$ cat config.mk
export PLATFORM = sky130hd
export DESIGN_NAME = alu_calc_ctrl
export DESIGN_NICKNAME = d
export VERILOG_FILES = /design/src/rtl/alu_calc_ctrl.sv
export SDC_FILE = /design/constraint.sdc
export NUM_CORES = 1
export LEC_CHECK = 0
export CORE_MARGIN = 3
export CORE_UTILIZATION = 41
export CTS_BUF_LIST = sky130_fd_sc_hd__clkbuf_8
export CTS_CLUSTER_DIAMETER = 30
export DETAILED_ROUTE_END_ITERATION = 16
export PLACE_DENSITY = 0.84
export SETUP_SLACK_MARGIN = 0.05
export SLEW_MARGIN = 0
export SYNTH_ARGS = -nofsm -noshare
export SYNTH_HDL_FRONTEND = slang
export SYNTH_SLANG_ARGS = --single-unit
$ cat constraint.sdc
create_clock -name clk -period 3 [get_ports clk]
set_input_delay 0.9 -clock clk [delete_from_list [all_inputs] [get_ports clk]]
set_output_delay 0.9 -clock clk [all_outputs]
set_load 0.01 [all_outputs]
$ cat src/rtl/alu_calc_ctrl.sv
// alu_calc_ctrl: push-button driven initiator that sequences the lab ALU and accumulates its result
module alu_calc_ctrl #(
    parameter int OPERAND_WIDTH = 16,
    parameter int SETTLE_CYCLES = 1
) (
    input  logic                     clk,
    input  logic                     rst,
    input  logic                     start,
    input  logic                     clr,
    input  logic [2:0]               op_sel,
    input  logic [OPERAND_WIDTH-1:0] operand_in,
    output logic [31:0]              alu_op1,
    output logic [31:0]              alu_op2,
    output logic [3:0]               alu_op,
    input  logic [31:0]              alu_result,
    input  logic                     alu_zero,
    output logic [31:0]              accumulator,
    output logic                     acc_zero,
    output logic                     busy,
    output logic                     done,
    output logic [7:0]               op_count
);
    localparam logic [1:0] IDLE    = 2'd0;
    localparam logic [1:0] ISSUE   = 2'd1;
    localparam logic [1:0] CAPTURE = 2'd2;
    localparam logic [3:0] SETTLE_LOAD = 4'(SETTLE_CYCLES - 1);

    logic [2:0]               sync_q, sync_d;
    logic [1:0]               state_q, state_d;
    logic [3:0]               cnt_q, cnt_d;
    logic [2:0]               op_q, op_d;
    logic [OPERAND_WIDTH-1:0] opnd_q, opnd_d;
    logic [31:0]              acc_q, acc_d;
    logic                     zero_q, zero_d;
    logic                     done_q, done_d;
    logic [7:0]               count_q, count_d;
    logic [3:0]               op_code;
    logic                     start_edge;

    // start passes through three flops; a rise is seen once s2 is set and s3 still clear
    always_comb begin
        sync_d     = {sync_q[1:0], start};
        start_edge = sync_q[1] & ~sync_q[2];
    end

    // sequencing: latch the command, hold the ALU inputs for the settle time, then capture
    always_comb begin
        state_d = state_q;
        cnt_d   = cnt_q;
        op_d    = op_q;
        opnd_d  = opnd_q;
        acc_d   = acc_q;
        zero_d  = zero_q;
        done_d  = 1'b0;
        count_d = count_q;
        if (clr) begin
            state_d = IDLE;
            acc_d   = 32'd0;
            zero_d  = 1'b1;
        end else begin
            case (state_q)
                IDLE: if (start_edge) begin
                    state_d = ISSUE;
                    op_d    = op_sel;
                    opnd_d  = operand_in;
                    cnt_d   = SETTLE_LOAD;
                end
                ISSUE: begin
                    cnt_d   = cnt_q - 4'd1;
                    state_d = (cnt_q == 4'd0) ? CAPTURE : ISSUE;
                end
                CAPTURE: begin
                    acc_d   = alu_result;
                    zero_d  = alu_zero;
                    count_d = count_q + 8'd1;
                    done_d  = 1'b1;
                    state_d = IDLE;
                end
                default: state_d = IDLE;
            endcase
        end
    end

    // translate the board operation select into the ALU's control encoding
    always_comb begin
        op_code = 4'b0010;
        case (op_q)
            3'd0: op_code = 4'b0010;
            3'd1: op_code = 4'b0110;
            3'd2: op_code = 4'b0000;
            3'd3: op_code = 4'b0001;
            3'd4: op_code = 4'b1101;
            3'd5: op_code = 4'b0111;
            3'd6: op_code = 4'b1001;
            3'd7: op_code = 4'b1010;
            default: op_code = 4'b0010;
        endcase
    end

    // register update; reset dominates clr and everything else
    always_ff @(posedge clk) begin
        if (rst) begin
            sync_q  <= 3'd0;
            state_q <= IDLE;
            cnt_q   <= 4'd0;
            op_q    <= 3'd0;
            opnd_q  <= '0;
            acc_q   <= 32'd0;
            zero_q  <= 1'b1;
            done_q  <= 1'b0;
            count_q <= 8'd0;
        end else begin
            sync_q  <= sync_d;
            state_q <= state_d;
            cnt_q   <= cnt_d;
            op_q    <= op_d;
            opnd_q  <= opnd_d;
            acc_q   <= acc_d;
            zero_q  <= zero_d;
            done_q  <= done_d;
            count_q <= count_d;
        end
    end

    // idle drives accumulator+0 so the ALU output is always meaningful
    assign alu_op1     = acc_q;
    assign alu_op2     = (state_q == IDLE) ? 32'd0 : 32'($signed(opnd_q));
    assign alu_op      = (state_q == IDLE) ? 4'b0010 : op_code;
    assign accumulator = acc_q;
    assign acc_zero    = zero_q;
    assign busy        = state_q != IDLE;
    assign done        = done_q;
    assign op_count    = count_q;
endmodule

==> results of run 1 <==
-- worst max-delay path, delay by kind of cell, from the launching register on --
family	cells	cell delay, ns
flip-flops	1	0.49
AND/OR/NAND/NOR	2	0.37
buffers and inverters	2	0.70
-- cell families after synthesis --
group	Yosys count	synth area share, %
xor+xnor	9	2.36
flops	74	44.4
buf+inv	78	15.5
fa+ha+maj	3	1.13
simple gates	174	25.2
mux	5	1.50
compound gates	61	9.87
-- timing repair --
action,4_1_cts,5_1_grt
resized for setup,1,1
gates cloned,0,0
setup endpoints to repair,17,17
-- cells in the final DEF, fill, tap and decap left out, types with 3 or more instances in the layout --
master,n
a21boi_0,3
a21oi_1,51
buf_4,8
clkbuf_8,11
clkdlybuf4s50_1,166
clkinv_2,3
dfxtp_1,74
ha_1,3
inv_1,5
mux2i_1,5
nand2_1,105
nand4_1,3
nor2_1,10
nor2b_1,23
nor3_1,6
nor3b_1,6
xnor2_1,4
xor2_1,5
-- final timing paths --
kind,from,to,slack [ns],depth (start not counted)
hold / removal,sync_q[0],sync_q[1],0.45,1
setup reg to reg,state_q[1],op_code[2],1.21,5
hold reg to reg,sync_q[0],sync_q[1],0.45,1
setup / recovery,state_q[1],alu_op[1],0.20,4
-- sequential cells by signal, indices dropped and copies added (netlist names) --
name	cells
accumulator	32
state_q	2
acc_zero	1
op_code	4
cnt_q	4
opnd_q	16
sync_q	3
done	1
op_q	3
op_count	8
-- synth_stat cells, types with 3 or more instances --
| master | n |
|---|---|
| nand2_1 | 105 |
| dfxtp_1 | 74 |
| a21oi_1 | 51 |
| buf_4 | 50 |
| nor2b_1 | 25 |
| clkbuf_1 | 11 |
| nor2_1 | 10 |
| buf_2 | 6 |
| nor3_1 | 6 |
| nor3b_1 | 6 |
| inv_1 | 5 |
| mux2i_1 | 5 |
| xor2_1 | 5 |
| buf_6 | 4 |
| xnor2_1 | 4 |
| a21boi_0 | 3 |
| ha_1 | 3 |
| nand4_1 | 3 |
-- cell type report --
class / instances / area share, %
timing repair buffer: 174 / 35.1
sequential: 74 / 30.2
multi-input combinational: 252 / 27.5
clock buffer: 11 / 3.09
tap: 102 / 2.61
clock inverter: 5 / 1.07
inverter: 5 / 0.383
-- per-layer routing --
| metal | up-vias | part of all wire (%) | global-route usage, % |
|---|---|---|---|
| met5 | - | 0 | 0 |
| met4 | 0 | 1.6 | 7.46 |
| met3 | 15 | 4.1 | 4.14 |
| met2 | 76 | 56 | 33.3 |
| met1 | 1366 | 38 | 20.0 |
| li1 | 1475 | - | - |
-- where the power goes --
| part | leakage, nW | internal (mW) | switching, mW |
|---|---|---|---|
| sequential | 0.598 | 0.993 | 0.00610 |
| clock | 0.105 | 0.425 | 0.355 |
| combinational | 0.961 | 0.0889 | 0.0546 |
==> impl_metrics.tcl, run 1 <==
set metrics [dict create \
    finalHoldViolations 0 \
    ys_dominant_reg_cell "dfxtp_1" \
    setup_ws_ns 0.203 \
    hold_slack_ns 0.447 \
    synth.area.top_cells "dfxtp_1 44%, nand2_1 12%, buf_4 11%" \
    yosysUniqueCellTypes 37 \
    netlist_instances 404 \
    worst_setup_path_start_kind "flip-flop" \
    rows 32 \
    dpl-instance-area_um2 4690 \
    core_area_um2 7810 \
    cp_slowest_cell "dfxtp_1" \
    cts_tree "built" \
    clockBufferDepth 2 \
    dr.pass1.iters 4 \
    layout.cells.non_filler 623 \
    synth_edf_count 0 \
    relSlewSlack_pct 57.0 \
    n_antenna_cell 0 \
    ys_ff_latch 74 \
    crit_chain "nor2_4, buf_4, or2_2, clkdlybuf4s50_1" \
    p_total_mw 1.92 \
    cts_inserted_buffers 9 \
    grt_pass1_wl_mm 13.1 \
    nets 575 \
    dp_slack_ns 0.145 \
    netlist_area_um2 3330 \
    fin_crit_ns 2.80 \
    crit_fanout 22 \
    grt_use_total_pct 18.2 \
    synth_top_area_share_pct 44.4 \
    cp.arrival_ns 1.90 \
    placedCellCount 607 \
    finClkSkew_ns 0.00638 \
    fin_tns_setup_ns 0 \
    drt_iter0_drc 95 \
    fin_area_um2 4900 \
    n_fill_cell 674 \
    ff_latch_area_um2 1480 \
    start_util_pct 42.7 \
    multi_input_area_um2 1350 \
    dp_hpwl_mm 6.61 \
    crit_required_ns 2.10 \
    dieWidth_um 96.2 \
    grt_setup_unrepaired "false" \
    avgRoutedWirePerCell_um 14.0 \
    fin_util_pct 62.7 \
    htree_levels 3 \
    clock_latency_ns 0.35 \
    ys_seq_area_share_pct 44.4 \
    outcome "complete, no violations" \
    cts_root_buf "clkbuf_8" \
    fin_crit_sh_pct 93.2 \
    hp-class "flip-flop to flip-flop" \
    gr-total-overflow 0 \
    maxCapViolations 0 \
    postCtsHoldBufs 0 \
    dieArea_um2 9250 \
    clk_pin_slew_worst_paths_ns 0.07 \
    antenna_found_initial 0 \
    finalSetupViolCount 0 \
    drt-total-wl_mm 8.70 \
    p_leak_nw 1.66 \
    post_synth.cell_area_avg_um2 8.25 \
    setup.worst_path.end_class "output pin" \
    drc 0 \
    irDropWorstVdd_mv 0.357 \
    cts_setup_buffers 0 \
    path_class "flip-flop to output pin" \
    area_growth_syn_to_layout_pct 46.9 \
    yosysTopAreaCell "dfxtp_1" \
    port_buffers 166 \
    max_clock_freq_mhz 358 \
    grt_max_degree 39 \
    final_max_slew_viol_count 0 \
    die_height_um 96.2 \
    via_per_inst 4.71 \
    place_congestion 0.847 \
    synth_nets 463 \
    p_per_area_nw_per_um2 392 \
    cp_slowest_stage_delay_ns 0.49 \
    synthArstFlopShare_pct 0 \
    via_count 2932 \
    cts.sinks 74 \
    grt_pass1_vias 2804 \
    tightest_slew_ns 0.645 \
    num_io_pins 167 \
    yosysWarnings 0 \
    layout-drive-gt1-share_pct 6.33 \
    final_antenna_net_count 0 \
]
Note: power is estimated with default switching activity, not from simulation.
==> run 2, diff against run 1 <==
- ABC_CLOCK_PERIOD_IN_PS: unset -> 3000
==> results of run 2 <==
Same layout as run 1: the final DEF is identical, and so are final timing and power.
